===== config.mk =====
export PLATFORM = sky130hd
export DESIGN_NAME = input_debouncer
export DESIGN_NICKNAME = d
export VERILOG_FILES = /design/src/rtl/debounce_pkg.sv /design/src/rtl/bit_synchronizer.sv /design/src/rtl/input_debouncer.sv
export SDC_FILE = /design/constraint.sdc
export NUM_CORES = 1
export LEC_CHECK = 0
export ABC_AREA = 1
export CAP_MARGIN = 20
export CORE_AREA = 2 2 39 41
export DETAILED_ROUTE_END_ITERATION = 10
export DIE_AREA = 0 0 41 43
export MAX_ROUTING_LAYER = met4
export PLACE_DENSITY = 0.57
export SLEW_MARGIN = 10
export SYNTH_ARGS = -nofsm -noshare
export SYNTH_HDL_FRONTEND = slang
export SYNTH_SLANG_ARGS = --single-unit
export TNS_END_PERCENT = 50

===== constraint.sdc =====
create_clock -name clk_i -period 1.5 [get_ports clk_i]
set_input_delay 0.3 -clock clk_i [delete_from_list [all_inputs] [get_ports clk_i]]
set_output_delay 0.3 -clock clk_i [all_outputs]
set_load 0.005 [all_outputs]

===== src/rtl/debounce_pkg.sv =====
// Shared types for the input debouncer: FSM state encoding and glitch counter width.
package debounce_pkg;

  localparam int GLITCH_CNT_W = 8;

  typedef enum logic [1:0] {
    ST_LOW  = 2'd0,
    ST_RISE = 2'd1,
    ST_HIGH = 2'd2,
    ST_FALL = 2'd3
  } debounce_state_e;

endpackage


===== src/rtl/bit_synchronizer.sv =====
// Multi-flop synchronizer for a single asynchronous bit; q is the last stage.
module bit_synchronizer #(
  parameter int   STAGES      = 2,
  parameter logic RESET_VALUE = 1'b0
) (
  input  logic clk_i,
  input  logic rst_i,
  input  logic d_i,
  output logic q_o
);

  logic [STAGES-1:0] chain_q;

  always_ff @(posedge clk_i) begin
    if (rst_i) begin
      chain_q <= {STAGES{RESET_VALUE}};
    end else begin
      chain_q <= {chain_q[STAGES-2:0], d_i};
    end
  end

  assign q_o = chain_q[STAGES-1];

endmodule


===== src/rtl/input_debouncer.sv =====
// Synchronizes and debounces a raw level; a change is accepted after DEBOUNCE_CYCLES stable cycles.
// Optional rejected-glitch counter port enabled by INPUT_DEBOUNCER_GLITCH_CNT_EN.
//
// state   | meaning
// ST_LOW  | accepted level is 0, waiting for a 1 on sync_q
// ST_RISE | qualifying a 0->1 change, cnt counts stable cycles
// ST_HIGH | accepted level is 1, waiting for a 0 on sync_q
// ST_FALL | qualifying a 1->0 change, cnt counts stable cycles
module input_debouncer
  import debounce_pkg::*;
#(
  parameter int   SYNC_STAGES     = 2,
  parameter int   DEBOUNCE_CYCLES = 16,
  parameter logic RESET_VALUE     = 1'b0
) (
  input  logic clk_i,
  input  logic rst_i,
  input  logic async_i,
  input  logic enable_i,
  output logic level_o,
  output logic busy_o
`ifdef INPUT_DEBOUNCER_GLITCH_CNT_EN
  ,
  output logic [GLITCH_CNT_W-1:0] glitch_count_o
`endif
);

  localparam int                    CNT_W    = $clog2(DEBOUNCE_CYCLES + 1);
  localparam logic [CNT_W-1:0]      CNT_LAST = CNT_W'(DEBOUNCE_CYCLES - 1);
  localparam debounce_state_e       ST_RESET = RESET_VALUE ? ST_HIGH : ST_LOW;

  logic            sync_q;
  debounce_state_e state_q, state_d;
  logic [CNT_W-1:0] cnt_q, cnt_d;
  logic            level_d;

  bit_synchronizer #(
    .STAGES      (SYNC_STAGES),
    .RESET_VALUE (RESET_VALUE)
  ) u_sync (
    .clk_i (clk_i),
    .rst_i (rst_i),
    .d_i   (async_i),
    .q_o   (sync_q)
  );

  always_comb begin
    state_d = state_q;
    cnt_d   = cnt_q;
    level_d = level_o;
    if (!enable_i) begin
      // Drop any qualification in progress; the next one starts from zero.
      cnt_d   = '0;
      state_d = level_o ? ST_HIGH : ST_LOW;
    end else begin
      case (state_q)
        ST_LOW: begin
          if (sync_q) begin
            state_d = ST_RISE;
            cnt_d   = '0;
          end
        end
        ST_RISE: begin
          if (!sync_q) begin
            state_d = ST_LOW;
            cnt_d   = '0;
          end else if (cnt_q == CNT_LAST) begin
            state_d = ST_HIGH;
            level_d = 1'b1;
            cnt_d   = '0;
          end else begin
            cnt_d = cnt_q + 1'b1;
          end
        end
        ST_HIGH: begin
          if (!sync_q) begin
            state_d = ST_FALL;
            cnt_d   = '0;
          end
        end
        ST_FALL: begin
          if (sync_q) begin
            state_d = ST_HIGH;
            cnt_d   = '0;
          end else if (cnt_q == CNT_LAST) begin
            state_d = ST_LOW;
            level_d = 1'b0;
            cnt_d   = '0;
          end else begin
            cnt_d = cnt_q + 1'b1;
          end
        end
        default: begin
          state_d = ST_RESET;
          cnt_d   = '0;
        end
      endcase
    end
  end

  always_ff @(posedge clk_i) begin
    if (rst_i) begin
      state_q <= ST_RESET;
      cnt_q   <= '0;
      level_o <= RESET_VALUE;
    end else begin
      state_q <= state_d;
      cnt_q   <= cnt_d;
      level_o <= level_d;
    end
  end

  assign busy_o = (state_q == ST_RISE) || (state_q == ST_FALL);

`ifdef INPUT_DEBOUNCER_GLITCH_CNT_EN
  logic                    glitch;
  logic [GLITCH_CNT_W-1:0] glitch_cnt_q;

  assign glitch = enable_i && (((state_q == ST_RISE) && !sync_q) ||
                               ((state_q == ST_FALL) &&  sync_q));

  always_ff @(posedge clk_i) begin
    if (rst_i) begin
      glitch_cnt_q <= '0;
    end else if (glitch && (glitch_cnt_q != {GLITCH_CNT_W{1'b1}})) begin
      glitch_cnt_q <= glitch_cnt_q + 1'b1;
    end
  end

  assign glitch_count_o = glitch_cnt_q;
`endif

endmodule

### Word-level counts from Yosys, hierarchy flattened

Cells that the tools add are included.

* input port bits: 4
* logic and storage cells: 47
* bits in registers: 10
* output and inout bits: 2

* muxes and demuxes: 20
* add/sub/neg operators: 1
* equality and inequality tests: 14
* bitwise operators: 1
* reduce and logical (&&, ||, !) cells: 7

Operators with widths (number)
* $mux W5: 5
* $pmux W5 S4: 1
* $mux W2: 8
* $ne A2 B2 Y1 const B: 4
* $pmux W2 S4: 1
* $reduce_and A6 Y1: 1
* $add A5 B1 Y5 const B: 1
* $eq A5 B4 Y1 const B: 1
* $eq A2 B2 Y1 const B: 2
* $mux W1: 4
* $ne A2 B1 Y1 const B: 2
* $ne A4 B3 Y1 const B: 1
* $ne A4 B4 Y1 const B: 1
* $reduce_and A4 Y1: 1
* $ne A3 B2 Y1 const B: 1
* $ne A3 B3 Y1 const B: 1
* $eq A2 B1 Y1 const B: 1
* $logic_not A2 Y1: 1
* $pmux W1 S2: 1
* $reduce_and A2 Y1: 1
* $reduce_bool A2 Y1: 1
* $reduce_or A2 Y1: 1
* $logic_or A1 B1 Y1: 1
* $not A1 Y1: 1

### Logic depth before layout (Yosys ltp)

Gate-level depths: netlist of the first run.

* depth in word-level cells: 5
* depth in mapped cells: 7
* gate-level depth less buffers: 7

### By module

Synthesis of the first run repeated with hierarchy kept, for this count alone.

* cell total of the unflattened synthesis: 72
* area, all modules: 503.0 um^2

Modules (own cells, without submodules)
* input_debouncer: cells an instance 66, area an instance 447.9 um^2, seq. area each 160.2 um^2, instances 1
* bit_synchronizer: cells an instance 6, area an instance 55.1 um^2, seq. area each 40.0 um^2, instances 1

### Worst setup path before layout of the first run

Ideal clock, no wire load.

* kind: register -> register
* start: reg cnt_q[0]
* end: reg with a tool-made name
* stages on the path, launching flop included: 7
* path buffers: 0
* data required time: 1.385 ns
* setup time: 0.115 ns
* arrival: 1.026 ns
* clock period less this slack: 1.141 ns
* path slack: 0.359 ns
* path through: dfxtp_1 -> ha_1 -> nand3_2 -> nor2_4 -> o21bai_2 -> a21oi_1 -> nor2_1

RTL lines
* start: declaration: RTL line input_debouncer.sv:34 `logic [CNT_W-1:0] cnt_q, cnt_d;`
* start signal: assignment: RTL line input_debouncer.sv:108 `cnt_q <= cnt_d;`

### Worst setup path in the final report of the first run

* start: reg state_q[0]
* end: out busy_o

* longest elaborated chain between the ends: 2
* elaborated cells on any way between the ends: 3
* those cells by class: eq/ne: 2; reduce/logical: 1

Ends and longest elaborated chain
* start: declaration: RTL line input_debouncer.sv:33 `debounce_state_e state_q, state_d;`
* start signal: assignment: RTL line input_debouncer.sv:107 `state_q <= state_d;`
* $eq A2 B1 Y1 / $eq A2 B2 Y1 (equally long branches): RTL line input_debouncer.sv:113 `assign busy_o = (state_q == ST_RISE) || (state_q == ST_FALL);`
* $logic_or A1 B1 Y1 *: RTL line input_debouncer.sv:113
* end: declaration: RTL line input_debouncer.sv:21 `output logic busy_o`

Mark *: on every way between the ends. The rest lies on a longest branch, timed or not.

==> tab_implementation.tex, run 1 <==
\begin{tabular}{lr}
\hline
Metric & Value \\
\hline
\multicolumn{2}{l}{\textbf{Run status}} \\
Outcome & finished, final reports clean \\
\multicolumn{2}{l}{\textbf{Global routing}} \\
Total congestion overflow & 0 \\
Wire length of the first global-routing pass & 1310 um \\
Overall Global Routing Usage & 0.116 \\
Maximum number of pins on one net before global-route repair & 7 \\
Via count of the first global-routing pass & 335 \\
Number of antenna violations at the first check in global routing & 0 \\
\multicolumn{2}{l}{\textbf{Layout}} \\
Number of diodes & 0 \\
Footprint of the multi-input gates & 253 um\^{}2 \\
Final \#Nets & 78 \\
Layout cell share with drive strength beyond 1 & 0.194 \\
Register area & 204 um\^{}2 \\
Total of fill cells in the finished design & 132 \\
Area added between synthesis and finish & 21.7\% \\
\multicolumn{2}{l}{\textbf{Synth}} \\
Post-synthesis register bit count & 10 \\
Gate count after technology mapping & 64 \\
Number of distinct library cell variants in the gate-level netlist after synthesis & 20 \\
Mapped cell area & 490 um\^{}2 \\
Syn avg cell area & 7.66 um\^{}2 \\
Synthesis Warnings & 0 \\
Post-synthesis sequential area ratio & 0.408 \\
Post-synthesis net count & 69 \\
\multicolumn{2}{l}{\textbf{Clock network}} \\
Buffer count from post-CTS setup fixing & 0 \\
Htree depth & 1 \\
Hold-fix buffers at CTS & 0 \\
Clock root buffer master & sky130\_fd\_sc\_hd\_\_clkbuf\_4 \\
CTS Buf Count & 3 \\
CTS max path bufs & 2 \\
Number of sinks handled by clock tree synthesis & 10 \\
Clock transition time at the flip-flop clock pins of the worst setup and hold paths & 0.06 ns \\
Clock tree from TritonCTS & yes \\
Worst-Skew Late Latency & 0.26 ns \\
\multicolumn{2}{l}{\textbf{Power}} \\
Power, Total & 0.564 mW \\
Cell area power density & 945 mW/mm\^{}2 \\
Peak supply drop & 0.469 mV \\
Leakage dissipation & 0.216 nW \\
\multicolumn{2}{l}{\textbf{Floorplan}} \\
Number of top-level pins & 6 \\
Width of the chip & 41 um \\
Floorplan Core Area & 0.00138 mm\^{}2 \\
Height of the chip & 43 um \\
Area of the die & 0.00176 mm\^{}2 \\
Number of cell rows & 14 \\
Initial Utilization & 0.354 \\
\multicolumn{2}{l}{\textbf{Worst setup path}} \\
Sequence of cells on the critical path & clkdlybuf4s50\_1 \\
Type of the worst setup path & reg2out \\
Worst path max stage delay & 0.50 ns \\
Data required time of the critical path & 1.20 ns \\
Number of buffers and inverters on the critical path & 1 \\
Top Family by Delay on Critical Path & buffers and inverters \\
Crit path max-delay cell type & sky130\_fd\_sc\_hd\_\_clkdlybuf4s50\_1 \\
Setup crit end kind & output pin \\
Arrival time worst endpoint & 1.14 ns \\
CP max FO & 6 \\
Type of origin of the critical path & register \\
\multicolumn{2}{l}{\textbf{STA}} \\
Final-report setup violation count & 0 \\
Highest attainable clock frequency & 694 MHz \\
Relative max-transition margin & 0.840 \\
Min Tclk post-route & 1.44 ns \\
Setup repair after global routing missed its margin & false \\
Part of the cycle the worst path needs & 0.961 \\
Endpoints failing hold & 0 \\
Worst Skew & 0.00626 ns \\
Pins over their slew limit & 0 \\
Transition time of the tightest slew-check pin & 0.240 ns \\
Setup TNS Final & 0 ns \\
\multicolumn{2}{l}{\textbf{Detailed routing}} \\
Total routed wirelength & 829 um \\
Wire length per cell after detailed routing & 9.42 um \\
DRT iter0 DRCs & 5 \\
Drt pass-1 iters & 4 \\
Via count of the routed design & 405 \\
Count of nets left with antenna violations after detail routing & 0 \\
Via-to-Cell Ratio & 4.60 \\
Remaining design rule violation count & 0 \\
\multicolumn{2}{l}{\textbf{Place}} \\
Number of port buffers & 5 \\
Final Wtd Congestion & 0.817 \\
Estimated wirelength of the detail-placed design & 649 um \\
\multicolumn{2}{l}{\textbf{Run}} \\
Number of maximum-capacitance violations & 0 \\
\multicolumn{2}{l}{\textbf{Worst hold path}} \\
Hold Path Class & reg2reg \\
\hline
\end{tabular}
[flip-flops by register name, indices dropped and copies added (netlist names), named ones only]
signal / count
u_sync.chain_q: 2
state_q: 1
level_o: 1
cnt_q: 5
[metal layers]
metal | share of wire | vias to the layer above | track usage | routed length (um)
met1 | 0.50 | 169 | 0.138 | 415
li1 | - | 221 | - | -
met3 | 0.049 | 2 | 0.0471 | 41
met5 | 0 | - | - | 0
met4 | 0.014 | 0 | 0.0800 | 12
met2 | 0.43 | 13 | 0.153 | 360
[metrics by stage]
step	worst slack [ns]	area, um^2	utilization	std cells	hold WS (ns)
CTS	0.0176	594	0.429	88	0.409
global route	0.0240	597	0.431	88	0.422
finish	0.0583	597	0.431	88	0.405
detailed placement	0.0776	557	0.402	84	0.398
global placement	0.0428	557	0.402	84	0.406
floorplan	0.359	490	-	64	0.371
[cell usage in the layout (no fill, tap or decap)]
| cell | synthesis | final |
|---|---|---|
| sky130_fd_sc_hd__dfxtp_4 | 0 | 1 |
| sky130_fd_sc_hd__nor2_1 | 8 | 8 |
| sky130_fd_sc_hd__clkdlybuf4s50_1 | 0 | 5 |
| sky130_fd_sc_hd__a211oi_1 | 1 | 1 |
| sky130_fd_sc_hd__a21oi_2 | 1 | 1 |
| sky130_fd_sc_hd__clkbuf_8 | 0 | 1 |
| sky130_fd_sc_hd__nand2_4 | 2 | 2 |
| sky130_fd_sc_hd__a21oi_1 | 6 | 6 |
| sky130_fd_sc_hd__nor2_4 | 1 | 1 |
| sky130_fd_sc_hd__o21bai_2 | 1 | 1 |
| sky130_fd_sc_hd__nor3_4 | 1 | 1 |
| sky130_fd_sc_hd__dfxtp_1 | 10 | 9 |
| sky130_fd_sc_hd__clkbuf_4 | 0 | 3 |
| sky130_fd_sc_hd__ha_1 | 1 | 1 |
| sky130_fd_sc_hd__nand3_2 | 1 | 1 |
| sky130_fd_sc_hd__o21ai_0 | 1 | 1 |
| sky130_fd_sc_hd__nand2_1 | 14 | 14 |
| sky130_fd_sc_hd__o22ai_1 | 1 | 1 |
| sky130_fd_sc_hd__inv_2 | 2 | 2 |
| sky130_fd_sc_hd__xnor2_1 | 1 | 1 |
| sky130_fd_sc_hd__nand3_1 | 2 | 2 |
| sky130_fd_sc_hd__o21ai_1 | 2 | 2 |
| sky130_fd_sc_hd__inv_1 | 7 | 7 |
[cell usage after synthesis (all sizes together)]
cell,number,share of area
ha,1,0.026
clkbuf,1,0.0076
nor2,9,0.084
a211oi,1,0.015
nand3,3,0.041
o22ai,1,0.013
o21ai,3,0.031
xnor2,1,0.018
dfxtp,10,0.41
o21bai,1,0.023
a21oi,7,0.079
inv,9,0.069
nand2,16,0.15
nor3,1,0.033
[tightest hold or removal path: stages, from the launching register on]
cell,delay [ns]
sky130_fd_sc_hd__dfxtp_1,0.30
sky130_fd_sc_hd__inv_1,0.04
sky130_fd_sc_hd__nor2_1,0.03
[layout make-up]
cell class | count | area share
multi-input cells | 44 | 0.423
flip-flops and latches | 10 | 0.342
repair buffers | 5 | 0.0839
clock buffers | 4 | 0.0608
inverters | 9 | 0.0566
well taps | 16 | 0.0335
[repair_timing]
item | CTS | global route
setup endpoints to repair | 1 | 1
gates cloned | 0 | 0
gates resized for setup | 1 | 1
[power breakdown]
part | total [mW] | switching [mW] | internal [mW]
clock network | 0.241 | 0.0940 | 0.147
registers | 0.273 | 0.00389 | 0.269
logic | 0.0493 | 0.0282 | 0.0211
total | 0.564 | 0.126 | 0.438
[final timing paths]
path | end | slack (ns) | from | cells past startpoint
worst max-delay path | busy_o | 0.06 | state_q[0]$_SDFFE_PP0P_ | 1
worst max register to register | register | 0.23 | cnt_q[0]$_SDFFE_PP0P_ | 6
worst min register to register | u_sync.chain_q[1]$_SDFF_PP0_ | 0.40 | u_sync.chain_q[0]$_SDFF_PP0_ | 2
worst min-delay path | u_sync.chain_q[1]$_SDFF_PP0_ | 0.40 | u_sync.chain_q[0]$_SDFF_PP0_ | 2
[cell families (layout without fill, tap and decap cells)]
kind of cell	count (synthesis)	after routing	share of synthesized area
AOI/OAI and AO/OA	13	13	0.161
xor gates and xnor gates	1	1	0.0179
adders and majority gates	1	1	0.0255
buffers and inverters	10	18	0.0765
DFF	10	10	0.408
and+or+nand+nor	29	29	0.311
Note: power is estimated with default switching activity, not from simulation.
==> run 2, diff against run 1 <==
ABC_AREA = not set   (was 1)
PLACE_DENSITY = 0.54   (was 0.57)
==> run 2 against run 1 <==
  * Register-to-register slack lost 0.13 ns
  * Clock skew down 0.0049 ns
  * Worst hold slack improved by 0.033 ns
  * Clock power shrank 27%
  * Combinational power decreased by 7.5%
  * Critical path depth is the same
  * Fmax increased by 2.1%
  * Largest cell class unchanged
  * Largest power group unchanged
==> tab_implementation.tex, run 2 <==
\begin{tabular}{lr}
\hline
Metric & Value \\
\hline
\multicolumn{2}{l}{\textbf{Floorplan}} \\
Number of top-level pins & 6 (unchanged) \\
Width of the chip & 41 um (unchanged) \\
Floorplan Core Area & 0.00138 mm\^{}2 (unchanged) \\
Number of cell rows & 14 (unchanged) \\
Area of the die & 0.00176 mm\^{}2 (unchanged) \\
Height of the chip & 43 um (unchanged) \\
Initial Utilization & 0.330 (-0.0244) \\
\multicolumn{2}{l}{\textbf{STA}} \\
Relative max-transition margin & 0.777 (-0.0629) \\
Highest attainable clock frequency & 708 MHz (+2.1\%) \\
Transition time of the tightest slew-check pin & 0.332 ns (+0.0927 ns) \\
Min Tclk post-route & 1.41 ns (-0.0293 ns) \\
Final-report setup violation count & 0 (unchanged) \\
Setup repair after global routing missed its margin & false \\
Setup TNS Final & 0 ns (unchanged) \\
Worst Skew & 0.00137 ns (-0.00489 ns) \\
Part of the cycle the worst path needs & 0.942 (-0.0195) \\
Endpoints failing hold & 0 (unchanged) \\
Pins over their slew limit & 0 (unchanged) \\
\multicolumn{2}{l}{\textbf{Synth}} \\
Synthesis Warnings & 0 (unchanged) \\
Mapped cell area & 457 um\^{}2 (-6.9\%) \\
Syn avg cell area & 9.51 um\^{}2 (+24\%) \\
Post-synthesis register bit count & 10 (unchanged) \\
Proportion of synthesized flip-flops having asynchronous set or reset & 0 (unchanged) \\
Gate count after technology mapping & 48 (-25\%) \\
Most used flip-flop cell after synthesis & sky130\_fd\_sc\_hd\_\_dfxtp\_1 \\
Number of distinct library cell variants in the gate-level netlist after synthesis & 23 (+15\%) \\
Ranking of synthesized cells by instance count & sky130\_fd\_sc\_hd\_\_dfxtp\_1, sky130\_fd\_sc\_hd\_\_a21oi\_1, sky130\_fd\_sc\_hd\_\_nand2\_1, sky130\_fd\_sc\_hd\_\_nor2\_1, sky130\_fd\_sc\_hd\_\_nand3\_1 \\
Post-synthesis net count & 53 (-23\%) \\
Most frequently used cell type in the post-synthesis netlist & sky130\_fd\_sc\_hd\_\_dfxtp\_1 \\
Largest area contributor in the netlist & sky130\_fd\_sc\_hd\_\_dfxtp\_1 \\
Synth top area share & 0.438 (+0.0302) \\
EDFF count, synth & 0 (unchanged) \\
Post-synthesis sequential area ratio & 0.438 (+0.0302) \\
Top cells by area in the synthesized netlist & sky130\_fd\_sc\_hd\_\_dfxtp\_1, sky130\_fd\_sc\_hd\_\_a21oi\_1, sky130\_fd\_sc\_hd\_\_a311oi\_1, sky130\_fd\_sc\_hd\_\_xnor2\_2, sky130\_fd\_sc\_hd\_\_nand3\_1 \\
\multicolumn{2}{l}{\textbf{Worst setup path}} \\
Type of the worst setup path & reg2out \\
Number of buffers and inverters on the critical path & 1 (unchanged) \\
Worst path max stage delay & 0.51 ns (about the same) \\
Data required time of the critical path & 1.20 ns (about the same) \\
Top Family by Delay on Critical Path & buffers and inverters \\
Arrival time worst endpoint & 1.11 ns (-0.03 ns) \\
Setup crit end kind & output pin \\
Type of origin of the critical path & register \\
CP max FO & 3 (-3) \\
Crit path max-delay cell type & sky130\_fd\_sc\_hd\_\_clkdlybuf4s50\_1 \\
Sequence of cells on the critical path & clkdlybuf4s50\_1 \\
\multicolumn{2}{l}{\textbf{Layout}} \\
Area of all placed cells without fillers & 581 um\^{}2 (-2.7\%) \\
Top flop regs & cnt\_q: 5 flops, u\_sync.chain\_q: 2 flops \\
Most frequent standard cell in the layout excluding fill and tap cells & sky130\_fd\_sc\_hd\_\_dfxtp\_1 \\
Area added between synthesis and finish & 27.1\% \\
Final \#Nets & 67 (-14\%) \\
Max FFs per register & 5 (unchanged) \\
Layout cell share with drive strength beyond 1 & 0.200 (+0.00556) \\
Fin util & 0.420 (-0.0118) \\
Number of diodes & 0 (unchanged) \\
Largest reg by FF count & cnt\_q \\
Final Instance Count excl. Fillers & 76 (-14\%) \\
Most used cells in the layout excluding fill and tap cells & sky130\_fd\_sc\_hd\_\_dfxtp\_1, sky130\_fd\_sc\_hd\_\_buf\_4, sky130\_fd\_sc\_hd\_\_clkdlybuf4s50\_1 \\
\multicolumn{2}{l}{\textbf{Global routing}} \\
Maximum number of pins on one net before global-route repair & 9 (+2) \\
Total congestion overflow & 0 (unchanged) \\
Number of antenna violations at the first check in global routing & 0 (unchanged) \\
Overall Global Routing Usage & 0.126 (+0.0105) \\
Via count of the first global-routing pass & 353 (+5.4\%) \\
Wire length of the first global-routing pass & 1440 um (+9.5\%) \\
\multicolumn{2}{l}{\textbf{Clock network}} \\
Clock tree from TritonCTS & yes \\
Clock transition time at the flip-flop clock pins of the worst setup and hold paths & 0.06 ns (about the same) \\
Htree depth & 1 (unchanged) \\
Number of sinks handled by clock tree synthesis & 10 (unchanged) \\
Clock root buffer master & sky130\_fd\_sc\_hd\_\_clkbuf\_4 \\
CTS max path bufs & 2 (unchanged) \\
Hold-fix buffers at CTS & 0 (unchanged) \\
Worst-Skew Late Latency & 0.26 ns (about the same) \\
CTS Buf Count & 3 (unchanged) \\
\multicolumn{2}{l}{\textbf{Detailed routing}} \\
Via count of the routed design & 391 (-3.5\%) \\
Total routed wirelength & 823 um (-0.72\%) \\
Count of nets left with antenna violations after detail routing & 0 (unchanged) \\
DRT iter0 DRCs & 8 (+3) \\
Via-to-Cell Ratio & 5.14 (+12\%) \\
Drt pass-1 iters & 4 (unchanged) \\
Remaining design rule violation count & 0 (unchanged) \\
Wire length per cell after detailed routing & 10.8 um (+15\%) \\
\multicolumn{2}{l}{\textbf{Power}} \\
Peak supply drop & 0.486 mV (+3.7\%) \\
Leakage dissipation & 0.207 nW (-4.1\%) \\
Cell area power density & 853 mW/mm\^{}2 (-9.7\%) \\
\multicolumn{2}{l}{\textbf{Place}} \\
Final Wtd Congestion & 0.779 (-4.6\%) \\
Number of placed instances with taps included & 72 (-14\%) \\
Standard cell area after detailed placement & 549 um\^{}2 (-1.3\%) \\
Estimated wirelength of the detail-placed design & 626 um (-3.6\%) \\
Number of port buffers & 5 (unchanged) \\
\multicolumn{2}{l}{\textbf{Run}} \\
Number of maximum-capacitance violations & 0 (unchanged) \\
\multicolumn{2}{l}{\textbf{Worst hold path}} \\
Hold Path Class & reg2reg \\
\multicolumn{2}{l}{\textbf{Run status}} \\
Outcome & finished, final reports clean \\
\hline
\end{tabular}
-- run 2: area by class of cell --
class / instances / area (um^2)
clock buffer: 3 / 22.5
fill: 143 / 803
sequential: 10 / 200
timing repair buffer: 11 / 95.1
multi-input combinational: 36 / 243
tap: 16 / 20.0
-- run 2: final timing paths --
kind	start	to	slack, ns	cells past startpoint
setup / recovery	level_o$_SDFFE_PP0P_	level_o	0.09	1
hold / removal	u_sync.chain_q[0]$_SDFF_PP0_	u_sync.chain_q[1]$_SDFF_PP0_	0.44	1
setup reg to reg	cnt_q[0]$_SDFFE_PP0P_	cnt_q[3]$_SDFFE_PP0P_	0.10	5
hold reg to reg	u_sync.chain_q[0]$_SDFF_PP0_	u_sync.chain_q[1]$_SDFF_PP0_	0.44	1
-- run 2: what timing repair did --
action                                  CTS  global route
gates resized for setup                   0             1
endpoints found under the setup margin    0             3
setup buffers                             0             1
-- run 2: metal layers --
layer / GRT usage / wire length, um
met1: 0.178 / 417
met2: 0.156 / 376
met3: 0.0157 / 21
met4: 0.100 / 8
met5: - / 0
-- run 2: where the power goes --
part | internal (mW) | switching [mW] | leakage (nW)
sequential | 0.270 | 0.00349 | 0.0812
clock | 0.0923 | 0.0836 | 0.0138
combinational | 0.0249 | 0.0207 | 0.112
total | 0.388 | 0.108 | 0.207
-- run 2: cells by family after synthesis --
kind of cell    synth area share
xor+xnor                  0.0356
fa+ha+maj                 0.0274
simple gates               0.315
buf+inv                   0.0329
flops                      0.438
compound gates             0.151
-- run 2: metrics by stage --
stage	power, mW	setup WS [ns]	hold WS [ns]
2_1_floorplan	0.302	0.116	0.372
6_report	0.495	0.0876	0.438
3_5_place_dp	0.326	0.0661	0.432
5_1_grt	0.524	0.00207	0.459
3_3_place_gp	0.326	0.0539	0.420
4_1_cts	0.506	0.0443	0.447
==> run 3, diff against run 2 <==
HOLD_SLACK_MARGIN = 0.06   (was not set)
==> results of run 3 <==
Same layout as run 2: the final DEF is identical, and so are final timing and power.
